<file path="config.mk">
export PLATFORM = sky130hd
export DESIGN_NAME = blink_rx
export DESIGN_NICKNAME = d
export VERILOG_FILES = /design/src/rtl/blink_pkg.sv /design/src/rtl/blink_rx_sig_sync.sv /design/src/rtl/blink_rx.sv
export SDC_FILE = /design/constraint.sdc
export NUM_CORES = 1
export LEC_CHECK = 0
export CORE_ASPECT_RATIO = 1.5
export CORE_MARGIN = 5
export CORE_UTILIZATION = 45
export CTS_CLUSTER_SIZE = 24
export DETAILED_ROUTE_END_ITERATION = 16
export PLACE_DENSITY = 0.66
export SYNTH_ARGS = -nofsm -noshare
export SYNTH_HDL_FRONTEND = slang
export SYNTH_HIERARCHICAL = 1
export SYNTH_SLANG_ARGS = --single-unit
</file>
<file path="constraint.sdc">
create_clock -name clk -period 6.1 [get_ports clk]
set_input_delay 1.83 -clock clk [delete_from_list [all_inputs] [get_ports clk]]
set_output_delay 1.83 -clock clk [all_outputs]
set_load 0.01 [all_outputs]
</file>
<file path="src/rtl/blink_pkg.sv">
// Shared types and default timing for the blink frame receiver.
// Defaults describe a 1 s on / 2 s off frame at 27 MHz.
package blink_pkg;

  localparam int CLK_HZ   = 27000000;
  localparam int HIGH_CYC = 27000000;
  localparam int LOW_CYC  = 54000000;
  localparam int TOL_CYC  = 270000;
  localparam int CNT_W    = 27;

  typedef enum logic [1:0] {
    ARM,
    IDLE,
    HIGH,
    LOW
  } state_e;

endpackage

</file>
<file path="src/rtl/blink_rx_sig_sync.sv">
// Two-flop synchronizer plus registered edge detect.
// s, rise and fall leave the same register stage, so they stay aligned.
module sig_sync (
  input  logic clk,
  input  logic rst,
  input  logic d_in,
  output logic s,
  output logic rise,
  output logic fall
);

  logic meta_q, meta_d;
  logic sync_q, sync_d;
  logic s_q, s_d;
  logic rise_q, rise_d;
  logic fall_q, fall_d;

  // next values: shift the line in, compare synced level to last one
  always_comb begin
    meta_d = d_in;
    sync_d = meta_q;
    s_d    = sync_q;
    rise_d = sync_q & ~s_q;
    fall_d = ~sync_q & s_q;
  end

  // line flops preset high so a high line at release is not an edge
  always_ff @(posedge clk or posedge rst) begin
    if (rst) begin
      meta_q <= 1'b1;
      sync_q <= 1'b1;
      s_q    <= 1'b1;
      rise_q <= 1'b0;
      fall_q <= 1'b0;
    end else begin
      meta_q <= meta_d;
      sync_q <= sync_d;
      s_q    <= s_d;
      rise_q <= rise_d;
      fall_q <= fall_d;
    end
  end

  assign s    = s_q;
  assign rise = rise_q;
  assign fall = fall_q;

endmodule

</file>
<file path="src/rtl/blink_rx.sv">
// Blink frame receiver: measures high/low phase lengths and
// flags frames that fall inside the tolerance window.
module blink_rx
  import blink_pkg::*;
#(
  parameter int HIGH_CYC = blink_pkg::HIGH_CYC,
  parameter int LOW_CYC  = blink_pkg::LOW_CYC,
  parameter int TOL_CYC  = blink_pkg::TOL_CYC
) (
  input  logic             clk,
  input  logic             rst,
  input  logic             sig_in,
  output logic             frame_ok,
  output logic             frame_err,
  output logic             locked,
  output logic [CNT_W-1:0] high_cnt,
  output logic [CNT_W-1:0] low_cnt
);

  localparam logic [CNT_W-1:0] H_MIN = CNT_W'(HIGH_CYC - TOL_CYC);
  localparam logic [CNT_W-1:0] H_MAX = CNT_W'(HIGH_CYC + TOL_CYC);
  localparam logic [CNT_W-1:0] L_MIN = CNT_W'(LOW_CYC - TOL_CYC);
  localparam logic [CNT_W-1:0] L_MAX = CNT_W'(LOW_CYC + TOL_CYC);
  localparam logic [CNT_W-1:0] ONE   = CNT_W'(1);

  logic s, rise, fall;

  state_e           state_q, state_d;
  logic [CNT_W-1:0] cnt_q, cnt_d;
  logic [CNT_W-1:0] hcap_q, hcap_d;
  logic [CNT_W-1:0] hi_q, hi_d;
  logic [CNT_W-1:0] lo_q, lo_d;
  logic             ok_q, ok_d;
  logic             err_q, err_d;
  logic             lock_q, lock_d;

  sig_sync u_sync (
    .clk  (clk),
    .rst  (rst),
    .d_in (sig_in),
    .s    (s),
    .rise (rise),
    .fall (fall)
  );

  // frame FSM: count each phase, decide on the closing edge or timeout
  always_comb begin
    state_d = state_q;
    cnt_d   = cnt_q;
    hcap_d  = hcap_q;
    hi_d    = hi_q;
    lo_d    = lo_q;
    ok_d    = 1'b0;
    err_d   = 1'b0;
    unique case (state_q)
      ARM: begin
        if (!s) state_d = IDLE;
      end
      IDLE: begin
        if (rise) begin
          state_d = HIGH;
          cnt_d   = ONE;
        end
      end
      HIGH: begin
        if (fall) begin
          if (cnt_q < H_MIN) begin
            err_d   = 1'b1;
            state_d = ARM;
          end else begin
            hcap_d  = cnt_q;
            cnt_d   = ONE;
            state_d = LOW;
          end
        end else if (s) begin
          cnt_d = cnt_q + ONE;
          if (cnt_q == H_MAX) begin
            err_d   = 1'b1;
            state_d = ARM;
          end
        end
      end
      LOW: begin
        if (rise) begin
          if (cnt_q >= L_MIN && cnt_q <= L_MAX) begin
            ok_d = 1'b1;
            hi_d = hcap_q;
            lo_d = cnt_q;
          end else begin
            err_d = 1'b1;
          end
          state_d = HIGH;
          cnt_d   = ONE;
        end else if (!s) begin
          cnt_d = cnt_q + ONE;
          if (cnt_q == L_MAX) begin
            err_d   = 1'b1;
            state_d = ARM;
          end
        end
      end
      default: state_d = ARM;
    endcase
  end

  // lock follows the pulses: set by ok, dropped by err
  always_comb begin
    lock_d = lock_q;
    if (ok_d) lock_d = 1'b1;
    else if (err_d) lock_d = 1'b0;
  end

  // state, counters and registered outputs
  always_ff @(posedge clk or posedge rst) begin
    if (rst) begin
      state_q <= ARM;
      cnt_q   <= '0;
      hcap_q  <= '0;
      hi_q    <= '0;
      lo_q    <= '0;
      ok_q    <= 1'b0;
      err_q   <= 1'b0;
      lock_q  <= 1'b0;
    end else begin
      state_q <= state_d;
      cnt_q   <= cnt_d;
      hcap_q  <= hcap_d;
      hi_q    <= hi_d;
      lo_q    <= lo_d;
      ok_q    <= ok_d;
      err_q   <= err_d;
      lock_q  <= lock_d;
    end
  end

  assign frame_ok  = ok_q;
  assign frame_err = err_q;
  assign locked    = lock_q;
  assign high_cnt  = hi_q;
  assign low_cnt   = lo_q;

endmodule

</file>
# Word level (Yosys, flattened, before mapping)
# Cells that the tools add are included.
# totals
regBits	118
out_inout_bits	57
elab_cells	73
# classes
n_addsub	1
magnitude_cmp	3
eq_ne	12
n_mux	31
bitwise	5
n_reduce_logical	8
# ops
cell	n
$mux 27	6
$pmux 27 s3	1
$add 27x1->27 const B	1
$eq 27x25->1 const B	1
$eq 27x26->1 const B	1
$ge 27x26->1 const B	1
$le 27x26->1 const B	1
$lt 27x25->1 const B	1
$mux 2	9
$mux 1	13
$pmux 2 s4	1
$ne 3x2->1 const B	2
$ne 3x3->1 const B	2
$reduce_and 3->1	2
$reduce_and 6->1	1
$reduce_and 5->1	1
$eq 2x2->1 const B	2
$ne 3x1->1 const B	1
$not 1->1	3
$reduce_bool 3->1	1
$and 1x1->1	2
$eq 2x1->1 const B	1
$logic_not 2->1	1
$ne 2x1->1 const B	1
4 further kinds	4

# Logic depth before layout (Yosys ltp)
# Gate-level depths: netlist of run 1.
# logic_depth
ltp_word	7
mapped_depth	9

# Hierarchy
# Netlist of run 1, hierarchy kept.
# by_module_without_submodules
module	n_inst	cells_per_inst	area_each_um2
blink_rx	1	458	5142.4
sig_sync	1	8	147.6

# Worst setup path after synthesis of run 1
# No wires, ideal clock.
# synth_path
path_kind	reg-to-reg
start	reg cnt_q[15]
end	reg hi_q[4] (netlist: high_cnt[4])
setup_time_ns	0.127
arrival_ns	2.497
slack_ns	3.475
stages_incl_launch_ff	8
n_path_buf	2
period_less_slack_ns	2.625
path_cell_list	dfrtp_1 > clkbuf_1 > nor4_2 > or3b_1 > a211o_1 > a211oi_4 > buf_4 > mux2_1
# synth_via
elab_chain_len	3
# synth_lines
item	line	rtl
from (decl)	blink_rx.sv:29	logic [CNT_W-1:0] cnt_q, cnt_d;
from (signal assigned)	blink_rx.sv:126	cnt_q <= cnt_d;
$ge 27x26->1 or $le 27x26->1 (tied branches)	blink_rx.sv:85	if (cnt_q >= L_MIN && cnt_q <= L_MAX) begin
$logic_and 1x1->1 *	blink_rx.sv:85	
$reduce_and 3->1 (no line) *	--	
to (signal assigned)	blink_rx.sv:128	hi_q <= hi_d;
to (decl)	blink_rx.sv:31	logic [CNT_W-1:0] hi_q, hi_d;
# Mark *: on every way between the ends. The rest lies on a longest branch, timed or not.
# A chain may end at the register's enable or synchronous reset.

# Final worst setup path of run 1
# layout_path
start	reg cnt_q[7]
end	reg hi_q[3] (netlist: high_cnt[3])
# Same word-level chain as after synthesis.

==> flow_summary.json, run 1 <==
{
  "wl_per_cell_um": 17.50,
  "die_h_um": 142.8,
  "hold_class": "reg -> reg",
  "reg2reg_from": "cnt_q[7]$_DFFE_PP0P_",
  "path_clk_slew_ps": 50,
  "finalCritPeriodShare": 0.6470,
  "core_sq_um": 11530,
  "cts_setup_buffers": 0,
  "die-width_um": 98.53,
  "critPathKind": "reg -> reg",
  "endpoint_kind": "flip-flop",
  "drv_cap": 0,
  "num_vias": 3845,
  "clock-sinks": 118,
  "wl_um": 11730,
  "period_needed_ps": 3947,
  "grt_pass1_wl_um": 20240,
  "initial_utilization": 0.4588,
  "worst-path-max-fanout": 32,
  "finalSetupTns_ps": 0,
  "whs_ps": 365.2,
  "async_flop_share": 1.000,
  "drt-initial-drc-count": 238,
  "grt_max_degree": 76,
  "antenna_found_initial": 0,
  "areaGrowthSynthToFinish_pct": 23.11,
  "ctsHtreeMaxLevel": 4,
  "p_per_area_nw_per_um2": 321.9,
  "multi_input_area_sq_um": 2116,
  "clk_latency_ps": 410,
  "ys_ff_latch": 118,
  "startpoint": "cnt_q[7]$_DFFE_PP0P_",
  "dp_cells": 638,
  "drc": 0,
  "syn_nets": 471,
  "hpwl_um": 7572,
  "fmax_mhz": 253.4,
  "diodes": 0,
  "p_leak_nw": 3.037,
  "rows": 48,
  "arrival_ps": 4240,
  "ys_seq_area_frac": 0.5589,
  "crit_path_start_kind": "flip-flop",
  "crit_path_end": "high_cnt[3]$_DFFE_PP0P_",
  "firstDrtPassIters": 5,
  "ys_types": 47,
  "nets": 512,
  "rrSetupSlack_ps": 2150,
  "ant_nets": 0,
  "status": "completed",
  "synth_edf_count": 0,
  "slew_violations": 0,
  "reg2reg_to": "high_cnt[3]$_DFFE_PP0P_",
  "grt_pass1_vias": 4038,
  "fillCellCount": 976,
  "ioPinCount": 60,
  "irDropWorstVdd_v": 0.0001980,
  "cts.repair.resized": 0,
  "hold_viol": 0,
  "syn_inst": 466,
  "tightest_slew_ps": 1296,
  "die_area_sq_um": 14070,
  "track_usage": 0.1809,
  "maxSlewHeadroom": 0.1330,
  "cts_buffers": 17,
  "tritoncts": "yes",
  "regArea_sq_um": 2957,
  "ctsLongestPathBuffers": 2,
  "viasPerCell": 5.739,
  "ctsHoldBuffers": 0,
  "drive_gt1_frac": 0.1481,
  "rr_worst_depth": 7,
  "ys.flop_type": "dfrtp_1",
  "rsz0062_at_grt": "no",
  "syn_area_per_cell_sq_um": 11.35,
  "gr-total-overflow": 0,
  "cp.required_ps": 6400,
  "cts-root-buf": "clkbuf_16",
  "instances_no_fill": 670,
  "routabilityCongestion": 0.8830,
  "finalClockSkew_ps": 5.762,
  "fin_util": 0.5648,
  "syn-cell-area_sq_um": 5290,
  "whs_path_depth": 0,
  "setup_viol": 0,
  "port_buffers": 59,
  "yosysWarnings": 6
}
==> sequential cells by signal (all words and copies together), names as in the netlist <==
| register | count |
|---|---|
| cnt_q | 27 |
| hcap_q | 27 |
| high_cnt | 27 |
| low_cnt | 27 |
| state_q | 2 |
| frame_err | 1 |
| frame_ok | 1 |
| locked | 1 |
| u_sync/fall | 1 |
| u_sync/meta_q | 1 |
| u_sync/rise | 1 |
| u_sync/s | 1 |
| u_sync/s_d | 1 |
==> report_power, final <==
group | switching [mW] | internal [mW] | total [mW]
Sequential | 0.0447 | 0.803 | 0.848
Combinational | 0.155 | 0.0662 | 0.221
Clock | 0.338 | 0.689 | 1.03
==> cells by family after synthesis <==
logic type                 after synthesis  share of synthesized area
DFF                                    118                     0.5589
muxes                                   73                     0.1554
buffers and inverters                   48                    0.04115
AOI/OAI and AO/OA                       88                     0.1024
and+or+nand+nor                        137                     0.1374
adders and majority gates                2                   0.004730
==> cells in the final DEF, fill, tap and decap left out, types with 2 or more instances in the layout <==
cell and instances:
dfrtp_1 115, clkdlybuf4s50_1 59, mux2_1 41, o21ai_0 40, nand2_1 32, mux2_2 32
nor2_1 25, clkbuf_16 17, nand4_1 14, a31oi_1 13, a21oi_1 12, nand3_1 9
and3_1 8, nor2b_1 8, nor3_1 7, nor4_1 7, inv_1 7, clkinv_2 5
and2_1 4, nand2b_1 4, o31ai_1 4, a21o_1 4, or2_2 4, clkbuf_1 4
bufinv_16 4, and4_1 3, nand3b_1 3, buf_4 3, dfstp_2 3, or3b_1 2
or3_1 2, a31o_2 2, o31a_1 2, o21bai_1 2, ha_1 2
==> routing by layer <==
layer | vias to the layer above | GRT usage | share of wire | wire [um]
met5 | - | 0 | 0 | 0
met4 | 0 | 0.09065 | 0.027 | 318
met2 | 131 | 0.2991 | 0.51 | 5940
li1 | 1754 | - | - | -
met3 | 27 | 0.04741 | 0.048 | 559
met1 | 1933 | 0.2187 | 0.42 | 4908
==> cell type report <==
cell class | count | area share
multi-input combinational | 300 | 0.3249
clock buffer | 22 | 0.06974
inverter | 8 | 0.004995
tap | 150 | 0.02882
sequential | 118 | 0.4540
clock inverter | 10 | 0.02344
timing repair buffer | 62 | 0.09414
==> critical path: stages, from the launching register on <==
cell      delay [ps]
dfrtp_1          500
nor4_1           500
a21oi_1          110
or3b_1           350
a211o_1          360
a211oi_4        1050
buf_4            530
mux2_2           380
==> synth_stat cells, types with 2 or more instances <==
cell type | n | share of area
o21ai_0 | 40 | 0.038
mux2_1 | 41 | 0.087
buf_2 | 3 | 0.0028
and2_1 | 4 | 0.0047
mux2_2 | 32 | 0.068
nor2b_1 | 8 | 0.0095
nand3b_1 | 3 | 0.0043
or3_1 | 2 | 0.0024
inv_1 | 8 | 0.0057
nand2b_1 | 4 | 0.0047
nand4_1 | 14 | 0.017
a31oi_1 | 13 | 0.015
dfstp_2 | 3 | 0.015
or3b_1 | 2 | 0.0033
a31o_2 | 2 | 0.0033
o31ai_1 | 4 | 0.0057
and3_1 | 8 | 0.0095
nor4_1 | 7 | 0.0083
nand3_1 | 9 | 0.0085
clkbuf_1 | 32 | 0.023
ha_1 | 2 | 0.0047
a21oi_1 | 12 | 0.011
o21bai_1 | 2 | 0.0028
and4_1 | 3 | 0.0050
a21o_1 | 4 | 0.0057
nor2_1 | 25 | 0.018
nor3_1 | 7 | 0.0066
o31a_1 | 2 | 0.0033
nand2_1 | 32 | 0.023
buf_6 | 4 | 0.0085
dfrtp_1 | 115 | 0.54
or2_2 | 4 | 0.0047
==> stage by stage <==
| stage | total power [mW] | setup WS (ps) | cell area, sq um |
|---|---|---|---|
| after global placement | 1.067 | 2247 | 5906 |
| after CTS | 2.107 | 2110 | 6513 |
| after global routing | 2.185 | 1922 | 6513 |
| after detailed placement | 1.074 | 2177 | 5906 |
| final | 2.096 | 2153 | 6513 |
| after floorplan | 1.015 | 1283 | 5290 |
==> worst min-delay path by stage <==
stage,start,end,slack [ps]
2_1_floorplan,u_sync/meta_q$_DFF_PP1_,u_sync/s_d$_DFF_PP1_,350
3_3_place_gp,u_sync/meta_q$_DFF_PP1_,u_sync/s_d$_DFF_PP1_,350
3_5_place_dp,u_sync/meta_q$_DFF_PP1_,u_sync/s_d$_DFF_PP1_,350
4_1_cts,u_sync/meta_q$_DFF_PP1_,u_sync/s_d$_DFF_PP1_,360
5_1_grt,u_sync/meta_q$_DFF_PP1_,u_sync/s_d$_DFF_PP1_,370
6_report,u_sync/meta_q$_DFF_PP1_,u_sync/s_d$_DFF_PP1_,370
Power figures use the tool's default switching activity.
==> inputs of run 2 (changes only) <==
==> constraint.sdc (replaced) <==
create_clock -name clk -period 3.8 [get_ports clk]
set_input_delay 1.14 -clock clk [delete_from_list [all_inputs] [get_ports clk]]
set_output_delay 1.14 -clock clk [all_outputs]
set_load 0.01 [all_outputs]
==> run 2 against run 1 <==
Against the previous run: first-iteration DRC count down 1.7%; worst hold slack worse by 6.8 ps; critical endpoint is now low_cnt[17]$_DFFE_PP0P_; cell area up 1.5%; critical path type unchanged; critical path depth unchanged.
==> flow_summary.json, run 2 (same netlist as run 1, synthesis figures left out) <==
{
  "status": "completed",
  "irDropWorstVdd_v": 0.0003321,
  "reg2reg_to": "low_cnt[17]$_DFFE_PP0P_",
  "maxSlewHeadroom": 0.5757,
  "die_area_sq_um": 14070,
  "cts_setup_buffers": 0,
  "hold_viol": 0,
  "grt_max_degree": 114,
  "antenna_found_initial": 0,
  "cts-root-buf": "clkbuf_16",
  "ctsHtreeMaxLevel": 4,
  "clk_latency_ps": 410,
  "final_area_sq_um": 6611,
  "port_buffers": 59,
  "cp_cell_sequence": "nor4_1, a21oi_1, or3b_1, a211o_1, a211oi_4, buf_4, mux2_1",
  "crit_path_start_kind": "flip-flop",
  "track_usage": 0.1733,
  "drive_gt1_frac": 0.1600,
  "cp.required_ps": 4090,
  "finalSetupTns_ps": 0,
  "rrSetupSlack_ps": 810,
  "hold_class": "reg -> reg",
  "firstDrtPassIters": 4,
  "finalClockSkew_ps": 9.055,
  "final_common_cell": "dfrtp_1",
  "p_total_mw": 3.453,
  "gr-total-overflow": 0,
  "drv_cap": 0,
  "ctsLongestPathBuffers": 2,
  "min_from": "u_sync/meta_q$_DFF_PP1_",
  "core_sq_um": 11530,
  "path_buf_inv": 1,
  "ant_nets": 0,
  "finalCritPeriodShare": 0.7875,
  "dp_slack_ps": 834.7,
  "wl_per_cell_um": 16.99,
  "die_h_um": 142.8,
  "drc": 0,
  "diodes": 0,
  "crit_family": "simple AND/OR/NAND/NOR gates",
  "arrival_ps": 3280,
  "cts_buffers": 17,
  "rr_worst_depth": 7,
  "die-width_um": 98.53,
  "p_per_area_nw_per_um2": 522.3,
  "grt_pass1_wl_um": 19410,
  "rsz0062_at_grt": "no",
  "critPathKind": "reg -> reg",
  "tightest_slew_ps": 634.0,
  "reg2reg_from": "cnt_q[6]$_DFFE_PP0P_",
  "rows": 48,
  "areaGrowthSynthToFinish_pct": 24.98,
  "worst-path-max-fanout": 35,
  "endpoint_kind": "flip-flop",
  "hpwl_um": 7630,
  "wl_um": 11470,
  "tritoncts": "yes",
  "ioPinCount": 60,
  "routabilityCongestion": 0.8951,
  "slew_violations": 0,
  "fmax_mhz": 334.2,
  "dpl-instance-area_sq_um": 5957,
  "clock-sinks": 118,
  "p_leak_nw": 3.090,
  "setup_viol": 0,
  "max_stage_delay_ps": 490,
  "final_cell_mix": "115 x dfrtp_1, 59 x clkdlybuf4s50_1, 41 x mux2_1",
  "cts.repair.resized": 0,
  "worst_slack_ps": 807.6,
  "ctsHoldBuffers": 0,
  "hold_end": "u_sync/s_d$_DFF_PP1_",
  "initial_utilization": 0.4588,
  "cpMaxStageDelayCell": "dfrtp_1",
  "drt-initial-drc-count": 234,
  "num_vias": 3723,
  "path_clk_slew_ps": 50,
  "grt_pass1_vias": 3860,
  "nets": 517,
  "period_needed_ps": 2992,
  "viasPerCell": 5.516,
  "fin_util": 0.5734,
  "whs_path_depth": 0
}
[run 2: changes by cell type in the layout (fill, tap and decap cells not counted)]
cell      previous run  this run
inv_4                1         0
clkinv_4             0         1
clkbuf_1             4         2
buf_12               0         1
buf_4                3         7
clkbuf_8             1         6
clkinv_2             5         2
[run 2: stage by stage]
stage          hold slack (ps)  instances
4_1_cts                  360.5        675
6_report                 358.4        675
3_5_place_dp             350.8        643
3_3_place_gp             349.9        643
2_1_floorplan            345.2        466
5_1_grt                  365.8        675
[run 2: metal layers]
layer / vias up / wire length, um / GRT usage
met2: 97 / 5775 / 0.2824
met4: 0 / 352 / 0.09209
met5: - / 0 / 0
met1: 1846 / 4828 / 0.2081
li1: 1756 / - / -
met3: 24 / 514 / 0.04985
[run 2: worst max path at each step]
stage | to | start | cells after the start
after floorplan | high_cnt[4]$_DFFE_PP0P_ | cnt_q[15]$_DFFE_PP0P_ | 7
after global placement | high_cnt[2]$_DFFE_PP0P_ | cnt_q[6]$_DFFE_PP0P_ | 7
after detailed placement | low_cnt[17]$_DFFE_PP0P_ | cnt_q[6]$_DFFE_PP0P_ | 7
after CTS | low_cnt[17]$_DFFE_PP0P_ | cnt_q[6]$_DFFE_PP0P_ | 7
after global routing | low_cnt[16]$_DFFE_PP0P_ | cnt_q[18]$_DFFE_PP0P_ | 6
final | low_cnt[17]$_DFFE_PP0P_ | cnt_q[6]$_DFFE_PP0P_ | 7
[run 2: power by group]
group          switching (mW)  internal, mW
Sequential             0.0707          1.29
Combinational           0.249         0.115
Clock                   0.528          1.20
[run 2: cell type report]
type / instances / area (sq um)
multi-input combinational: 300 / 2116
inverter: 8 / 33.78
timing repair buffer: 67 / 663.1
clock buffer: 25 / 515.5
tap: 150 / 187.7
fill: 976 / 4920
clock inverter: 7 / 138.9
sequential: 118 / 2957
==> inputs of run 3 (changes only) <==
--- a/config.mk
+++ b/config.mk
@@ -10,7 +10,7 @@
 export CORE_UTILIZATION = 45
 export CTS_CLUSTER_SIZE = 24
 export DETAILED_ROUTE_END_ITERATION = 16
-export PLACE_DENSITY = 0.66
+export PLACE_DENSITY = 0.69
 export SYNTH_ARGS = -nofsm -noshare
 export SYNTH_HDL_FRONTEND = slang
 export SYNTH_HIERARCHICAL = 1
==> constraint.sdc (replaced) <==
create_clock -name clk -period 2.75 [get_ports clk]
set_input_delay 0.825 -clock clk [delete_from_list [all_inputs] [get_ports clk]]
set_output_delay 0.825 -clock clk [all_outputs]
set_load 0.01 [all_outputs]
==> run 3 against run 2 <==
Against the previous run: fmax rose by 15%; non-clock buffer count is 22 higher; sequential share of layout area fell by 0.58 points; power increased by 27%.
==> flow_summary.json, run 3 (same netlist as run 1, synthesis figures left out) <==
{
  "status": "completed",
  "rsz0062_at_grt": "no",
  "fmax_mhz": 384.3,
  "final_area_sq_um": 6698,
  "p_leak_nw": 3.157,
  "cts-root-buf": "clkbuf_16",
  "ctsHtreeMaxLevel": 4,
  "wl_um": 11780,
  "track_usage": 0.1803,
  "die_area_sq_um": 14070,
  "drv_cap": 0,
  "worst-path-max-fanout": 30,
  "clock-sinks": 118,
  "finalCritPeriodShare": 0.9461,
  "clk_latency_ps": 400,
  "wl_per_cell_um": 16.92,
  "hpwl_um": 7905,
  "dp_cells": 665,
  "path_clk_slew_ps": 50,
  "nets": 539,
  "viasPerCell": 5.634,
  "die-width_um": 98.53,
  "maxSlewHeadroom": 0.5675,
  "initial_utilization": 0.4588,
  "period_needed_ps": 2602,
  "drc": 0,
  "cts_setup_buffers": 0,
  "ctsLongestPathBuffers": 2,
  "core_sq_um": 11530,
  "port_buffers": 59,
  "tritoncts": "yes",
  "arrival_ps": 2880,
  "finalSetupTns_ps": 0,
  "p_total_mw": 4.400,
  "grt_pass1_vias": 4041,
  "routabilityCongestion": 0.9213,
  "dpl-instance-area_sq_um": 6160,
  "ctsHoldBuffers": 0,
  "p_per_area_nw_per_um2": 656.9,
  "gr-total-overflow": 0,
  "final_cell_mix": "115 x dfrtp_1, 59 x clkdlybuf4s50_1, 41 x mux2_1",
  "cts.repair.resized": 0,
  "grt_max_degree": 114,
  "diodes": 0,
  "rows": 48,
  "die_h_um": 142.8,
  "final_common_cell": "dfrtp_1",
  "areaGrowthSynthToFinish_pct": 26.61,
  "setup_viol": 0,
  "grt_pass1_wl_um": 20070,
  "num_vias": 3921,
  "hold_viol": 0,
  "cts_buffers": 17,
  "drt-initial-drc-count": 167,
  "tightest_slew_ps": 646.3,
  "critPathKind": "reg -> reg",
  "drive_gt1_frac": 0.1832,
  "finalClockSkew_ps": 7.107,
  "ioPinCount": 60,
  "irDropWorstVdd_v": 0.0004248,
  "antenna_found_initial": 0,
  "cp.required_ps": 3030,
  "fillCellCount": 948,
  "crit_path_start_kind": "flip-flop",
  "fin_util": 0.5808,
  "ant_nets": 0,
  "hold_class": "reg -> reg",
  "slew_violations": 0,
  "firstDrtPassIters": 5,
  "instances_no_fill": 696,
  "endpoint_kind": "flip-flop"
}
## run 3: per-layer routing
metal  share of wire  GRT usage  wire length, um
met3           0.043    0.04643              509
met5               0          0                0
met4           0.025    0.09137              289
met1            0.41     0.2070             4792
met2            0.53     0.3105             6186
## run 3: area by class of cell
cell class,instances,area [sq um],area share
clock inverter,4,45.04,0.006725
clock buffer,27,493.0,0.07360
inverter,8,33.78,0.005044
tap,150,187.7,0.02802
sequential,118,2957,0.4414
multi-input combinational,300,2116,0.3159
timing repair buffer,89,865.8,0.1293
## run 3: worst paths after layout
kind                                              start                 endpoint  slack [ps]  depth (start not counted)
max in group asynchronous                           rst  low_cnt[17]$_DFFE_PP0P_        1300                          3
min in group asynchronous                           rst    u_sync/fall$_DFF_PP0_         710                          2
worst min-delay path            u_sync/meta_q$_DFF_PP1_     u_sync/s_d$_DFF_PP1_         360                          0
worst max register to register     cnt_q[6]$_DFFE_PP0P_  high_cnt[9]$_DFFE_PP0P_         150                          7
worst min register to register  u_sync/meta_q$_DFF_PP1_     u_sync/s_d$_DFF_PP1_         360                          0
worst max-delay path               cnt_q[6]$_DFFE_PP0P_  high_cnt[9]$_DFFE_PP0P_         150                          7
## run 3: critical path: stages (launching register included)
cell      delay (ps)
dfrtp_1          370
nor4_1           340
a21oi_1          100
or3b_1           360
a211o_1          360
a211oi_4         340
buf_12           230
mux2_1           350
## run 3: per-stage QoR
step           setup slack [ps]  hold slack (ps)
2_1_floorplan             125.3            345.2
3_3_place_gp              167.8            351.1
3_5_place_dp              148.4            354.2
4_1_cts                   142.2            362.5
5_1_grt                  0.5786            363.7
6_report                  148.1            359.1
## run 3: power breakdown
group / leakage, nW / switching [mW] / internal (mW) / total [mW]
Clock: 0.265 / 0.689 / 1.30 / 1.99
Sequential: 1.63 / 0.0710 / 1.78 / 1.85
Combinational: 1.26 / 0.380 / 0.174 / 0.554
